<file path="config.mk">
export PLATFORM = sky130hd
export DESIGN_NAME = cache_mem_arbiter
export DESIGN_NICKNAME = d
export VERILOG_FILES = /design/src/rtl/cache_mem_arbiter_pkg.sv /design/src/rtl/cache_mem_arbiter_rr_arb2.sv /design/src/rtl/cache_mem_arbiter.sv
export SDC_FILE = /design/constraint.sdc
export NUM_CORES = 1
export LEC_CHECK = 0
export ABC_AREA = 1
export BUFFER_PORTS_ARGS = -buffer_cell sky130_fd_sc_hd__buf_2
export CAP_MARGIN = 30
export CORE_MARGIN = 4
export CORE_UTILIZATION = 41
export DETAILED_ROUTE_END_ITERATION = 10
export HOLD_SLACK_MARGIN = 0.12
export MAX_ROUTING_LAYER = met4
export PLACE_DENSITY = 0.87
export SLEW_MARGIN = 10
export SYNTH_ARGS = -nofsm -noshare
export SYNTH_HDL_FRONTEND = slang
export SYNTH_HIERARCHICAL = 1
export SYNTH_SLANG_ARGS = --single-unit
</file>
<file path="constraint.sdc">
create_clock -name cpu_clk -period 1.75 [get_ports cpu_clk]
set_input_delay 0.4375 -clock cpu_clk [delete_from_list [all_inputs] [get_ports cpu_clk]]
set_output_delay 0.4375 -clock cpu_clk [all_outputs]
set_load 0.05 [all_outputs]
</file>
<file path="src/rtl/cache_mem_arbiter_pkg.sv">
// Shared state encoding, grant constants and latency bounds for cache_mem_arbiter.
package cache_mem_arbiter_pkg;

  typedef enum logic [1:0] {
    StIdle = 2'b00,
    StWait = 2'b01,
    StResp = 2'b10
  } arb_state_e;

  localparam logic GntI = 1'b0;
  localparam logic GntD = 1'b1;

  localparam int unsigned LatencyMin = 1;
  localparam int unsigned LatencyMax = 255;
  localparam int unsigned LatCntW    = $clog2(LatencyMax + 1);

endpackage

</file>
<file path="src/rtl/cache_mem_arbiter_rr_arb2.sv">
// Two-request round-robin picker; last_grant starts at D so the icache wins the first tie.
module cache_mem_arbiter_rr_arb2
  import cache_mem_arbiter_pkg::*;
(
  input  logic clk_i,
  input  logic rst_ni,
  input  logic req_i_i,
  input  logic req_d_i,
  input  logic upd_i,
  input  logic upd_gnt_i,
  output logic gnt_o
);

  logic last_q, last_d;

  always_comb begin
    last_d = upd_i ? upd_gnt_i : last_q;
    if (req_i_i && req_d_i) begin
      gnt_o = ~last_q;
    end else if (req_d_i) begin
      gnt_o = GntD;
    end else begin
      gnt_o = GntI;
    end
  end

  always_ff @(posedge clk_i or negedge rst_ni) begin
    if (!rst_ni) begin
      last_q <= GntD;
    end else begin
      last_q <= last_d;
    end
  end

endmodule

</file>
<file path="src/rtl/cache_mem_arbiter.sv">
// Arbitrates icache refills and dcache reads/writes onto one single-port RAM with a fixed
// access latency. Define ARB_PERF_CNT_EN to add access and stall counters.
module cache_mem_arbiter
  import cache_mem_arbiter_pkg::*;
#(
  parameter int unsigned RAM_AW  = 12,
  parameter int unsigned LATENCY = 3
) (
  input  logic              cpu_clk,
  input  logic              rstn,
  input  logic              i_r_mem,
  input  logic [31:0]       i_mem_addr,
  output logic [31:0]       i_mem_r_data,
  output logic              i_mem_ready,
  input  logic              d_r_mem,
  input  logic              d_w_mem,
  input  logic [31:0]       d_mem_addr,
  input  logic [31:0]       d_mem_w_data,
  output logic [31:0]       d_mem_r_data,
  output logic              d_mem_ready,
  output logic [RAM_AW-1:0] ram_addr,
  output logic              ram_we,
  output logic [31:0]       ram_wdata,
  input  logic [31:0]       ram_rdata
`ifdef ARB_PERF_CNT_EN
  ,
  output logic [31:0]       i_acc_cnt,
  output logic [31:0]       d_acc_cnt,
  output logic [31:0]       stall_cnt
`endif
);

  // Out-of-range LATENCY is clamped into the legal window.
  localparam int unsigned LatClamped = (LATENCY < LatencyMin) ? LatencyMin :
                                       (LATENCY > LatencyMax) ? LatencyMax : LATENCY;
  localparam logic [LatCntW-1:0] CntLoad = LatCntW'(LatClamped - 1);

  arb_state_e          state_q, state_d;
  logic [LatCntW-1:0]  cnt_q, cnt_d;
  logic                gnt_q, gnt_d;
  logic                we_op_q, we_op_d;
  logic [RAM_AW-1:0]   addr_q, addr_d;
  logic [31:0]         wdata_q, wdata_d;
  logic                i_rdy_q, i_rdy_d;
  logic                d_rdy_q, d_rdy_d;
  logic                ram_we_q, ram_we_d;
  logic                d_req;
  logic                arb_gnt;
  logic                in_resp;
  logic                unused_addr_bits;

  assign d_req   = d_r_mem | d_w_mem;
  assign in_resp = (state_q == StResp);
  assign unused_addr_bits = ^{i_mem_addr[31:RAM_AW+2], i_mem_addr[1:0],
                              d_mem_addr[31:RAM_AW+2], d_mem_addr[1:0]};

  cache_mem_arbiter_rr_arb2 u_rr_arb2 (
    .clk_i     (cpu_clk),
    .rst_ni    (rstn),
    .req_i_i   (i_r_mem),
    .req_d_i   (d_req),
    .upd_i     (in_resp),
    .upd_gnt_i (gnt_q),
    .gnt_o     (arb_gnt)
  );

  always_comb begin
    state_d  = state_q;
    cnt_d    = cnt_q;
    gnt_d    = gnt_q;
    we_op_d  = we_op_q;
    addr_d   = addr_q;
    wdata_d  = wdata_q;
    i_rdy_d  = 1'b0;
    d_rdy_d  = 1'b0;
    ram_we_d = 1'b0;
    case (state_q)
      StIdle: begin
        if (i_r_mem || d_req) begin
          gnt_d   = arb_gnt;
          we_op_d = (arb_gnt == GntD) && d_w_mem;
          addr_d  = (arb_gnt == GntD) ? d_mem_addr[RAM_AW+1:2] : i_mem_addr[RAM_AW+1:2];
          if ((arb_gnt == GntD) && d_w_mem) begin
            wdata_d = d_mem_w_data;
          end
          cnt_d   = CntLoad;
          state_d = StWait;
        end
      end
      StWait: begin
        if (cnt_q == '0) begin
          // Completion flags are registered here so they are clean for the whole RESP cycle.
          state_d  = StResp;
          i_rdy_d  = (gnt_q == GntI);
          d_rdy_d  = (gnt_q == GntD);
          ram_we_d = we_op_q;
        end else begin
          cnt_d = cnt_q - LatCntW'(1);
        end
      end
      StResp:  state_d = StIdle;
      default: state_d = StIdle;
    endcase
  end

  always_ff @(posedge cpu_clk or negedge rstn) begin
    if (!rstn) begin
      state_q  <= StIdle;
      cnt_q    <= '0;
      gnt_q    <= GntI;
      we_op_q  <= 1'b0;
      addr_q   <= '0;
      wdata_q  <= '0;
      i_rdy_q  <= 1'b0;
      d_rdy_q  <= 1'b0;
      ram_we_q <= 1'b0;
    end else begin
      state_q  <= state_d;
      cnt_q    <= cnt_d;
      gnt_q    <= gnt_d;
      we_op_q  <= we_op_d;
      addr_q   <= addr_d;
      wdata_q  <= wdata_d;
      i_rdy_q  <= i_rdy_d;
      d_rdy_q  <= d_rdy_d;
      ram_we_q <= ram_we_d;
    end
  end

  assign ram_addr     = addr_q;
  assign ram_we       = ram_we_q;
  assign ram_wdata    = wdata_q;
  assign i_mem_ready  = i_rdy_q;
  assign d_mem_ready  = d_rdy_q;
  assign i_mem_r_data = i_rdy_q ? ram_rdata : '0;
  assign d_mem_r_data = d_rdy_q ? ram_rdata : '0;

`ifdef ARB_PERF_CNT_EN
  logic [31:0] i_acc_q, i_acc_d;
  logic [31:0] d_acc_q, d_acc_d;
  logic [31:0] stall_q, stall_d;
  logic        other_waiting;

  always_comb begin
    other_waiting = (gnt_q == GntI) ? d_req : i_r_mem;
    i_acc_d = i_acc_q;
    d_acc_d = d_acc_q;
    stall_d = stall_q;
    if (in_resp) begin
      if (gnt_q == GntI) begin
        i_acc_d = i_acc_q + 32'd1;
      end else begin
        d_acc_d = d_acc_q + 32'd1;
      end
    end
    // A stall is the lost IDLE tie plus every WAIT cycle spent behind the other port.
    if (((state_q == StIdle) && i_r_mem && d_req) || ((state_q == StWait) && other_waiting)) begin
      stall_d = stall_q + 32'd1;
    end
  end

  always_ff @(posedge cpu_clk or negedge rstn) begin
    if (!rstn) begin
      i_acc_q <= '0;
      d_acc_q <= '0;
      stall_q <= '0;
    end else begin
      i_acc_q <= i_acc_d;
      d_acc_q <= d_acc_d;
      stall_q <= stall_d;
    end
  end

  assign i_acc_cnt = i_acc_q;
  assign d_acc_cnt = d_acc_q;
  assign stall_cnt = stall_q;
`endif

endmodule

</file>
==> results of run 1 <==
## layout make-up
type	instances	area, um^2
clock buffer	11	151
fill	612	2920
clock inverter	4	48.8
sequential	60	1510
tap	102	128
inverter	96	360
timing repair buffer	217	1310
multi-input combinational	218	1310
## how the worst min path moves through the flow
| stage | end | depth (start not counted) | from |
|---|---|---|---|
| floorplan | cnt_q[0] | 0 | rstn |
| global placement | ram_addr[3] | 2 | rstn |
| detailed placement | u_rr_arb2/last_q | 2 | u_rr_arb2/last_q |
| CTS | ram_wdata[10] | 2 | d_mem_w_data[10] |
| global route | ram_wdata[18] | 2 | d_mem_w_data[18] |
| finish | ram_wdata[2] | 2 | d_mem_w_data[2] |
## report_power, final
| part | switching, uW | leakage [uW] | internal [uW] |
|---|---|---|---|
| Sequential | 423 | 0.000730 | 2050 |
| Clock | 519 | 0.000105 | 725 |
| Combinational | 3690 | 0.00235 | 1590 |
| Total | 4630 | 0.00318 | 4370 |
## per-stage QoR
stage | instance area [um^2] | setup slack [ns] | utilization [%]
after floorplan | 3260 | 0.0891 | -
after global placement | 4440 | 0.0815 | 57.5
after detailed placement | 4440 | 0.0565 | 57.5
after CTS | 4650 | 0.0143 | 60.2
after global routing | 4810 | -0.0537 | 62.2
final | 4810 | 0.0321 | 62.2
## timing repair
item                                    4_1_cts  5_1_grt
endpoints found under the setup margin        0       54
setup buffers                                 0        2
resized for setup                             0       55
endpoints found under the hold margin        59        0
hold buffers                                  1        0
## per-layer routing
metal	track usage, %	part of all wire (%)
met1	21.0	39
met2	31.7	52
met3	5.10	8.0
met4	5.62	1.4
met5	-	0
## Yosys cell counts (all sizes together), types with 4 or more instances
library cell  instances  area, um^2
o21ai                30         161
mux2                 32         469
inv                  96         360
buf                   7        61.3
nand2               116         443
nand3                10        62.6
nor2                 20        85.1
clkbuf                8        30.0
nand4                 4        25.0
dfrtp                59        1480
## state kept, by name, summed over array words and instances, names as in the netlist
name / cells
gnt_q: 1
state_q: 2
we_op_q: 1
ram_wdata: 32
u_rr_arb2/last_q: 1
ram_we: 1
d_mem_ready: 1
i_mem_ready: 1
cnt_q: 8
ram_addr: 12
## logic make-up (layout without fill, tap and decap cells)
| kind of cell | count (synthesis) | after routing |
|---|---|---|
| xor gates and xnor gates | 2 | 2 |
| AOI/OAI and AO/OA | 31 | 31 |
| buffers and inverters | 111 | 328 |
| muxes | 32 | 32 |
| and+or+nand+nor | 152 | 152 |
| adders and majority gates | 1 | 1 |
| DFF | 60 | 60 |
==> impl_metrics.yaml, run 1 <==
status:
  status: "completed"
place:
  place_hpwl_um: 7010
  gpl.final_weighted_congestion: 0.862
  numPortBuffers: 203
  place.detailed.instances: 690
critical_path:
  critical_path_depth: 4
  critPathLaunchType: "flop"
  crit_path_capture: "d_mem_r_data[11]"
  worstPathArrival_ns: 1.28
  crit_required_ns: 1.31
  worst_r2r_path_depth: 9
  regToRegSetupSlack_ns: 0.13
  critical_path_peak_fanout: 33
  worst_r2r_endpoint: "cnt_q[1]"
  cp_slowest_cell: "sky130_fd_sc_hd__dfrtp_2"
  critical_path.cell_chain: "buf_12 > nand2_1 > inv_1 > buf_2"
  worst_path_dominant_cell_family: "buffers and inverters"
  timing_worst_setup_path_type: "reg2out"
  cp-end-kind: "output port"
  cp_slowest_stage_delay_ns: 0.37
  buffer_and_inverter_count_on_the_worst_path: 3
  worst_setup_path_startpoint: "d_mem_ready"
  regToRegStartpoint: "cnt_q[0]"
run:
  max-cap-violations: 0
detailed_routing:
  dr.pass1.iters: 4
  route.antenna.remaining_nets: 0
  vias: 3210
  detailedRoute.firstIterationViolations: 94
  wirelength_um: 9190
  routed_via_density: 4.53
  post-route-drc-count: 0
  route.detailed.wl_per_inst_um: 13.0
clock_network:
  clkTransAtPathRegs_ns: 0.07
  num_clock_sinks: 60
  ctsRootBufferMaster: "sky130_fd_sc_hd__clkbuf_8"
  tritoncts: "built"
  worstSkewPairLatency_ns: 0.33
  cts-buffers-inserted: 9
  htree_num_levels: 3
  cts-root-to-sink-buffers: 2
pwr:
  design_power_total_uw: 9000
  ir_worst_vdd_v: 0.00138
  pwr_density_cell_mw_per_mm2: 1870
  leakage_uw: 0.00318
global_route:
  maximum_number_of_pins_on_one_net_before_global_route_repair: 61
  antenna_violations_before_repair: 0
  global_route.usage.total_pct: 18.5
  grt_pass1_wl_um: 14000
  grt_pass1_vias: 2994
  globalRouteOverflowTotal: 0
yosys:
  synth-warning-count: 6
  post_synth_xor_area_fraction_pct: 0.538
  synth_top_family_by_area: "simple AND/OR/NAND/NOR gates"
  yosys.area_share.simple_pct: 19.4
  synth.yosys.seq_area_share_pct: 46.2
  ys_ff_latch: 60
  post_synth_num_cell_types: 25
  syn_area_mm2: 0.00326
  synth-async-reset-ratio_pct: 100
  adder_cell_area_share_of_the_yosys_netlist_pct: 0.384
  number_of_enable_flip_flop_cells_after_synthesis: 0
  synthesis.area_per_instance_um2: 8.37
  postSynth.topFlopCell: "sky130_fd_sc_hd__dfrtp_1"
  synth.net_count: 523
  compound_cell_area_share_of_the_yosys_netlist_pct: 5.23
  synthesis.instances: 389
  share_of_synthesized_area_spent_on_multiplexers_pct: 14.4
sta:
  tightest_slew_ns: 0.384
  post_route_skew_ns: 0.00580
  final_period_minus_worst_setup_slack_ns: 1.72
  maximum_operating_frequency_mhz: 582
  setup-violations-final: 0
  hold_slack_ns: 0.338
  timing.setup.tns_ns: 0
  number_of_hold_violations_in_the_final_report: 0
  worst_slew_slack_as_a_fraction_of_its_limit_pct: 74.4
  finalCritPeriodShare_pct: 98.2
  timing_max_transition_violations_final: 0
finish:
  final_common_cell: "sky130_fd_sc_hd__buf_2"
  layout.nets: 736
  final_cell_mix: "150 x sky130_fd_sc_hd__buf_2, 113 x sky130_fd_sc_hd__nand2_1, 96 x sky130_fd_sc_hd__inv_1"
  non_filler_instance_count_after_layout: 708
  fraction_of_layout_cells_with_a_size_suffix_above_1_pct: 45.4
  antenna_cells: 0
  synthToLayoutAreaGrowth_pct: 47.6
die:
  die-height_um: 97.1
  area_of_the_core_mm2: 0.00773
  num_io_pins: 244
  fp-row-count: 32
  floorplan.initialDensity_pct: 42.1
  die_x_um: 97.1
  floorplan.die_area_mm2: 0.00943
hold_path:
  hp-class: "in2reg"
No activity file was read; power rests on OpenSTA's default activity.
==> inputs of run 2 (changes only) <==
ABC_AREA = default   (was 1)
CORE_UTILIZATION = 39   (was 41)
PLACE_DENSITY = 0.86   (was 0.87)
==> run 2 against run 1 <==
Net effect:
- count of clock-buffer cells in the layout unchanged
- routed wire length up 2.0%
- non-clock buffer count up 5
- combinational power about the same
- sequential power down 2%
- worst hold slack worse by 0.0036 ns
- clock power down 6%
- first-iteration DRC count down 5.3%
- via count down 11%
- critical endpoint is now cnt_q[6]
- largest cell class is now multi-input gates
- highest routed layer unchanged
==> impl_metrics.yaml, run 2 <==
critical_path:
  critPathLaunchType: "flop"
  crit_required_ns: 2.00
  worst_r2r_path_depth: 3
  timing_worst_setup_path_type: "reg2reg"
  critical_path.cell_chain: "or4_4 > or4_1 > a21oi_1"
  buffer_and_inverter_count_on_the_worst_path: 0
  worstPathArrival_ns: 1.96
  critical_path_peak_fanout: 8
  regToRegSetupSlack_ns: 0.04
  cp_slowest_cell: "sky130_fd_sc_hd__or4_4"
  worst_path_dominant_cell_family: "simple AND/OR/NAND/NOR gates"
  cp-end-kind: "flop"
  worst_r2r_endpoint: "cnt_q[6]"
  regToRegStartpoint: "cnt_q[2]"
  cp_slowest_stage_delay_ns: 0.62
sta:
  worst_slew_slack_as_a_fraction_of_its_limit_pct: 69.9
  finalCritPeriodShare_pct: 97.4
  grt_setup_unrepaired: "true"
  maximum_operating_frequency_mhz: 586
  number_of_hold_violations_in_the_final_report: 0
  layout_setup_ws_ns: 0.0448
  setup-violations-final: 0
  final_period_minus_worst_setup_slack_ns: 1.71
  timing_max_transition_violations_final: 0
  post_route_skew_ns: 0.00545
  tightest_slew_ns: 0.446
detailed_routing:
  route.met2.wl_um: 5070
  detailedRoute.firstIterationViolations: 89
  dr.pass1.iters: 4
  route.met3.wl_um: 828
  post-route-drc-count: 0
  route.antenna.remaining_nets: 0
  wirelength_um: 9380
  met1Wirelength_um: 3400
  top_layer: "met4"
  vias: 2864
  routed_via_density: 4.87
  route.detailed.wl_per_inst_um: 15.9
hold_path:
  hold_endpoint: "ram_wdata[29]"
  hp-class: "in2reg"
  worstHoldStart: "d_mem_w_data[29]"
  hold_path_depth: 2
global_route:
  antenna_violations_before_repair: 1
  maximum_number_of_pins_on_one_net_before_global_route_repair: 61
  globalRouteOverflowTotal: 0
  global_route.usage.total_pct: 20.0
  grt_pass1_wl_um: 13800
  grt_pass1_vias: 2790
yosys:
  postSynth.topFlopCell: "sky130_fd_sc_hd__dfrtp_1"
  synthesis.instances: 267
  number_of_enable_flip_flop_cells_after_synthesis: 0
  syn_area_mm2: 0.00297
  ys_ff_latch: 60
  synth_top_area_share_pct: 49.7
  synth_area_leaders: "sky130_fd_sc_hd__dfrtp_1 50%, sky130_fd_sc_hd__and2_1 14%, sky130_fd_sc_hd__mux2_1 7.6%"
  synth.yosys.seq_area_share_pct: 50.6
  synth_commonest_cells: "66 x sky130_fd_sc_hd__and2_1, 59 x sky130_fd_sc_hd__dfrtp_1, 32 x sky130_fd_sc_hd__o21ai_0, 20 x sky130_fd_sc_hd__mux2_1, 16 x sky130_fd_sc_hd__mux2i_1"
  synth.net_count: 401
  top_cell_type_by_total_area_after_synthesis: "sky130_fd_sc_hd__dfrtp_1"
  synth-async-reset-ratio_pct: 100
  dominant_cell_by_count_in_the_synthesized_netlist: "sky130_fd_sc_hd__and2_1"
  post_synth_num_cell_types: 35
  synth-warning-count: 6
  synthesis.area_per_instance_um2: 11.1
finish:
  layout.nets: 617
  seqCellArea_mm2: 0.00150
  final_core_utilization_pct: 64.8
  fraction_of_layout_cells_with_a_size_suffix_above_1_pct: 70.1
  final_common_cell: "sky130_fd_sc_hd__buf_2"
  fillerInstances: 594
  final_cell_mix: "139 x sky130_fd_sc_hd__buf_2, 79 x sky130_fd_sc_hd__buf_4, 60 x sky130_fd_sc_hd__and2_2"
  largest_register_ff_count: 32
  synthToLayoutAreaGrowth_pct: 59.9
  multi_input_comb_area_mm2: 0.00157
clock_network:
  ctsRootBufferMaster: "sky130_fd_sc_hd__clkbuf_8"
  clkTransAtPathRegs_ns: 0.07
  cts-root-to-sink-buffers: 2
  worstSkewPairLatency_ns: 0.33
  num_clock_sinks: 60
  htree_num_levels: 3
  tritoncts: "built"
  cts-buffers-inserted: 9
die:
  fp-row-count: 31
  die_x_um: 95.3
  floorplan.initialDensity_pct: 40.5
  die-height_um: 95.3
  area_of_the_core_mm2: 0.00733
  floorplan.die_area_mm2: 0.00908
  num_io_pins: 244
pwr:
  ir_worst_vdd_v: 0.00127
  leakage_uw: 0.00255
  pwr_density_cell_mw_per_mm2: 1870
place:
  place_hpwl_um: 7050
  gpl.final_weighted_congestion: 0.794
  detailedPlace.worstSlack_ns: -0.175
  numPortBuffers: 203
status:
  status: "completed"
run:
  max-cap-violations: 0
## run 2: per-layer routing
metal  vias up  track usage, %
met2       130            35.6
met1      1377            22.1
li1       1349               -
met3         8            4.97
met4         0            6.01
met5         -               -
## run 2: timing repair
| item | in CTS | in global routing |
|---|---|---|
| gates cloned | 0 | 1 |
| pin swaps | 0 | 1 |
| setup endpoints to repair | 70 | 83 |
| endpoints found under the hold margin | 59 | 0 |
| hold buffers | 1 | 0 |
| buffers inserted | 0 | 1 |
| resized for setup | 66 | 7 |
## run 2: worst max path at each step
stage | start | to | slack, ns | depth (start not counted)
floorplan | d_w_mem | ram_wdata[18] | -0.08 | 7
global placement | d_w_mem | ram_wdata[15] | -0.11 | 5
detailed placement | d_w_mem | ram_wdata[28] | -0.17 | 5
CTS | i_mem_ready | i_mem_r_data[8] | 0.008 | 3
global route | cnt_q[1] | ram_we | -0.01 | 5
finish | cnt_q[2] | cnt_q[6] | 0.04 | 3
## run 2: metrics by stage
stage          area (um^2)  hold slack (ns)  setup TNS (ns)  total power, uW  cells
2_1_floorplan         3180            0.142           -1.76             6280    267
3_3_place_gp          4340            0.453           -2.48             7350    568
3_5_place_dp          4340            0.470           -4.06             7530    568
4_1_cts               4700            0.318               0             8830    585
5_1_grt               4750            0.319         -0.0207             9350    588
6_report              4750            0.334               0             8880    588
## run 2: worst register-to-register path, cell delays in order (launching register included)
cell and delay, ns:
sky130_fd_sc_hd__dfrtp_1 0.38, sky130_fd_sc_hd__or4_4 0.62, sky130_fd_sc_hd__or4_1 0.49, sky130_fd_sc_hd__a21oi_1 0.15
## run 2: report_power, final
| part | internal [uW] | switching (uW) | leakage (uW) |
|---|---|---|---|
| clock network | 651 | 516 | 0.0000931 |
| logic | 1750 | 3550 | 0.00172 |
| registers | 2050 | 370 | 0.000732 |
| total | 4450 | 4430 | 0.00255 |
## run 2: logic make-up (layout without fill, tap and decap cells)
kind of cell | Yosys count | count (layout) | share of synthesized area, %
other | 0 | 1 | 0
adder cells (fa/ha/maj) | 1 | 1 | 0.421
buffers and inverters | 25 | 245 | 3.54
AO/OA/AOI/OAI | 42 | 42 | 7.62
multiplexers | 51 | 51 | 18.8
AND/OR/NAND/NOR | 88 | 89 | 19.1
flip-flops | 60 | 60 | 50.6
## run 2: final cells by class
type / count / area share [%]
diodes: 1 / 0.0527
repair buffers: 222 / 28.3
clock buffers: 11 / 2.76
multi-input cells: 183 / 33.0
flip-flops and latches: 60 / 31.6
inverters: 7 / 0.553
clock inverters: 5 / 1.11
well taps: 99 / 2.61
==> inputs of run 3 (changes only) <==
REMOVE_ABC_BUFFERS = 1   (was default)
==> run 3 against run 2 <==
Net effect:
- power decreased by 4.2%
- largest power group unchanged
- core utilization decreased by 2.6 points
- global-route usage decreased by 0.54 points
- flip-flop and latch count unchanged
==> impl_metrics.yaml, run 3 (same netlist as run 2, synthesis figures left out) <==
status:
  status: "completed"
clock_network:
  cts-buffers-inserted: 9
  htree_num_levels: 3
  worstSkewPairLatency_ns: 0.34
  clkTransAtPathRegs_ns: 0.07
  num_clock_sinks: 60
  tritoncts: "built"
  ctsRootBufferMaster: "sky130_fd_sc_hd__clkbuf_8"
  cts-root-to-sink-buffers: 2
global_route:
  globalRouteOverflowTotal: 0
  grt_pass1_vias: 2858
  grt_pass1_wl_um: 13400
  antenna_violations_before_repair: 0
  maximum_number_of_pins_on_one_net_before_global_route_repair: 61
  global_route.usage.total_pct: 19.5
critical_path:
  critPathLaunchType: "flop"
  timing_worst_setup_path_type: "reg2reg"
  critical_path_peak_fanout: 4
  cp-end-kind: "flop"
  worstPathArrival_ns: 1.92
  crit_required_ns: 1.97
detailed_routing:
  detailedRoute.firstIterationViolations: 91
  dr.pass1.iters: 4
  route.antenna.remaining_nets: 0
  wirelength_um: 8960
  vias: 2817
  routed_via_density: 4.82
  route.detailed.wl_per_inst_um: 15.3
  post-route-drc-count: 0
finish:
  final_core_utilization_pct: 62.2
  fraction_of_layout_cells_with_a_size_suffix_above_1_pct: 53.2
  layout.nets: 614
  antenna_cells: 0
  final_common_cell: "sky130_fd_sc_hd__buf_2"
  synthToLayoutAreaGrowth_pct: 53.5
  largest_register_ff_count: 32
  final_cell_mix: "139 x sky130_fd_sc_hd__buf_2, 76 x sky130_fd_sc_hd__buf_4, 66 x sky130_fd_sc_hd__and2_1"
  non_filler_instance_count_after_layout: 584
  fin_area_mm2: 0.00456
pwr:
  clock_power_share_pct: 13.1
  leakage_uw: 0.00243
  pwr_density_cell_mw_per_mm2: 1860
  ir_worst_vdd_v: 0.00126
  swShare_pct: 51.2
  combPwrFrac_pct: 58.6
  internal_power_uw: 4150
  power.net_switching_uw: 4360
  pwr-share-seq_pct: 28.3
sta:
  grt_setup_unrepaired: "true"
  tightest_slew_ns: 0.515
  worst_slew_slack_as_a_fraction_of_its_limit_pct: 65.2
  setup-violations-final: 0
  maximum_operating_frequency_mhz: 588
  layout_setup_ws_ns: 0.0493
  post_route_skew_ns: 0.0122
  final_period_minus_worst_setup_slack_ns: 1.70
  finalCritPeriodShare_pct: 97.2
  timing.setup.tns_ns: 0
  number_of_hold_violations_in_the_final_report: 0
  timing_max_transition_violations_final: 0
place:
  numPortBuffers: 203
  gpl.final_weighted_congestion: 0.762
  detailed_place.area_mm2: 0.00418
  place.detailed.instances: 567
  place_hpwl_um: 7010
  detailedPlace.worstSlack_ns: -0.0699
die:
  area_of_the_core_mm2: 0.00733
  floorplan.die_area_mm2: 0.00908
  fp-row-count: 31
  die-height_um: 95.3
  num_io_pins: 244
  floorplan.initialDensity_pct: 40.5
  die_x_um: 95.3
hold_path:
  hp-class: "in2reg"
run:
  max-cap-violations: 0
-- run 3: cell count changes in the layout (fill, tap and decap cells not counted), sizes merged --
| cell | before | now |
|---|---|---|
| and3 | 2 | 1 |
| buf | 221 | 219 |
| bufinv | 1 | 0 |
| clkbuf | 11 | 13 |
| clkinv | 3 | 2 |
| diode | 1 | 0 |
-- run 3: layout make-up --
cell class,count,area (um^2)
fillers,616,2770
flip-flops and latches,60,1500
multi-input cells,182,1390
repair buffers,220,1340
clock buffers,13,159
well taps,99,124
inverters,7,26.3
clock inverters,3,21.3
-- run 3: metrics by stage --
| step | power, uW | hold WS (ns) |
|---|---|---|
| 5_1_grt | 8960 | 0.315 |
| 4_1_cts | 8510 | 0.301 |
| 2_1_floorplan | 5860 | 0.142 |
| 3_5_place_dp | 7270 | 0.458 |
| 6_report | 8500 | 0.316 |
| 3_3_place_gp | 7080 | 0.453 |
-- run 3: routing by layer --
| metal | track usage (%) | up-vias | share of wire [%] |
|---|---|---|---|
| li1 | - | 1328 | - |
| met1 | 20.6 | 1325 | 36 |
| met2 | 34.6 | 147 | 53 |
| met3 | 4.10 | 17 | 9.9 |
| met4 | 9.01 | 0 | 1.9 |
| met5 | - | - | 0 |
-- run 3: worst paths after layout --
path,startpoint,end,slack [ns],cells after the start
worst min register to register,we_op_q,we_op_q,0.47,1
worst max-delay path,cnt_q[0],cnt_q[1],0.05,5
worst max register to register,cnt_q[0],cnt_q[1],0.05,5
min in group asynchronous,rstn,cnt_q[2],0.63,3
max in group asynchronous,rstn,u_rr_arb2/last_q,0.80,3
worst min-delay path,d_mem_w_data[27],ram_wdata[27],0.32,2
-- run 3: worst max-delay path, cell delays in order (launching register included) --
cell                      delay, ns
sky130_fd_sc_hd__dfrtp_1       0.38
sky130_fd_sc_hd__inv_1         0.09
sky130_fd_sc_hd__ha_4          0.15
sky130_fd_sc_hd__or3b_4        0.40
sky130_fd_sc_hd__o21ai_2       0.20
sky130_fd_sc_hd__mux2_2        0.35
-- run 3: repair_timing --
action,CTS,global route
pin swaps,0,0
buffers inserted,0,0
hold buffers,1,0
resized for setup,67,5
setup endpoints to repair,66,65
endpoints found under the hold margin,59,0
-- run 3: power groups by stage --
| stage | Combinational, uW | Clock (uW) | Sequential [uW] |
|---|---|---|---|
| 3_5_place_dp | 4850 | 0 | 2420 |
| 2_1_floorplan | 1620 | 0 | 4250 |
| 3_3_place_gp | 4720 | 0 | 2370 |
| 5_1_grt | 5280 | 1180 | 2500 |
| 4_1_cts | 4960 | 1140 | 2410 |
| 6_report | 4980 | 1120 | 2410 |
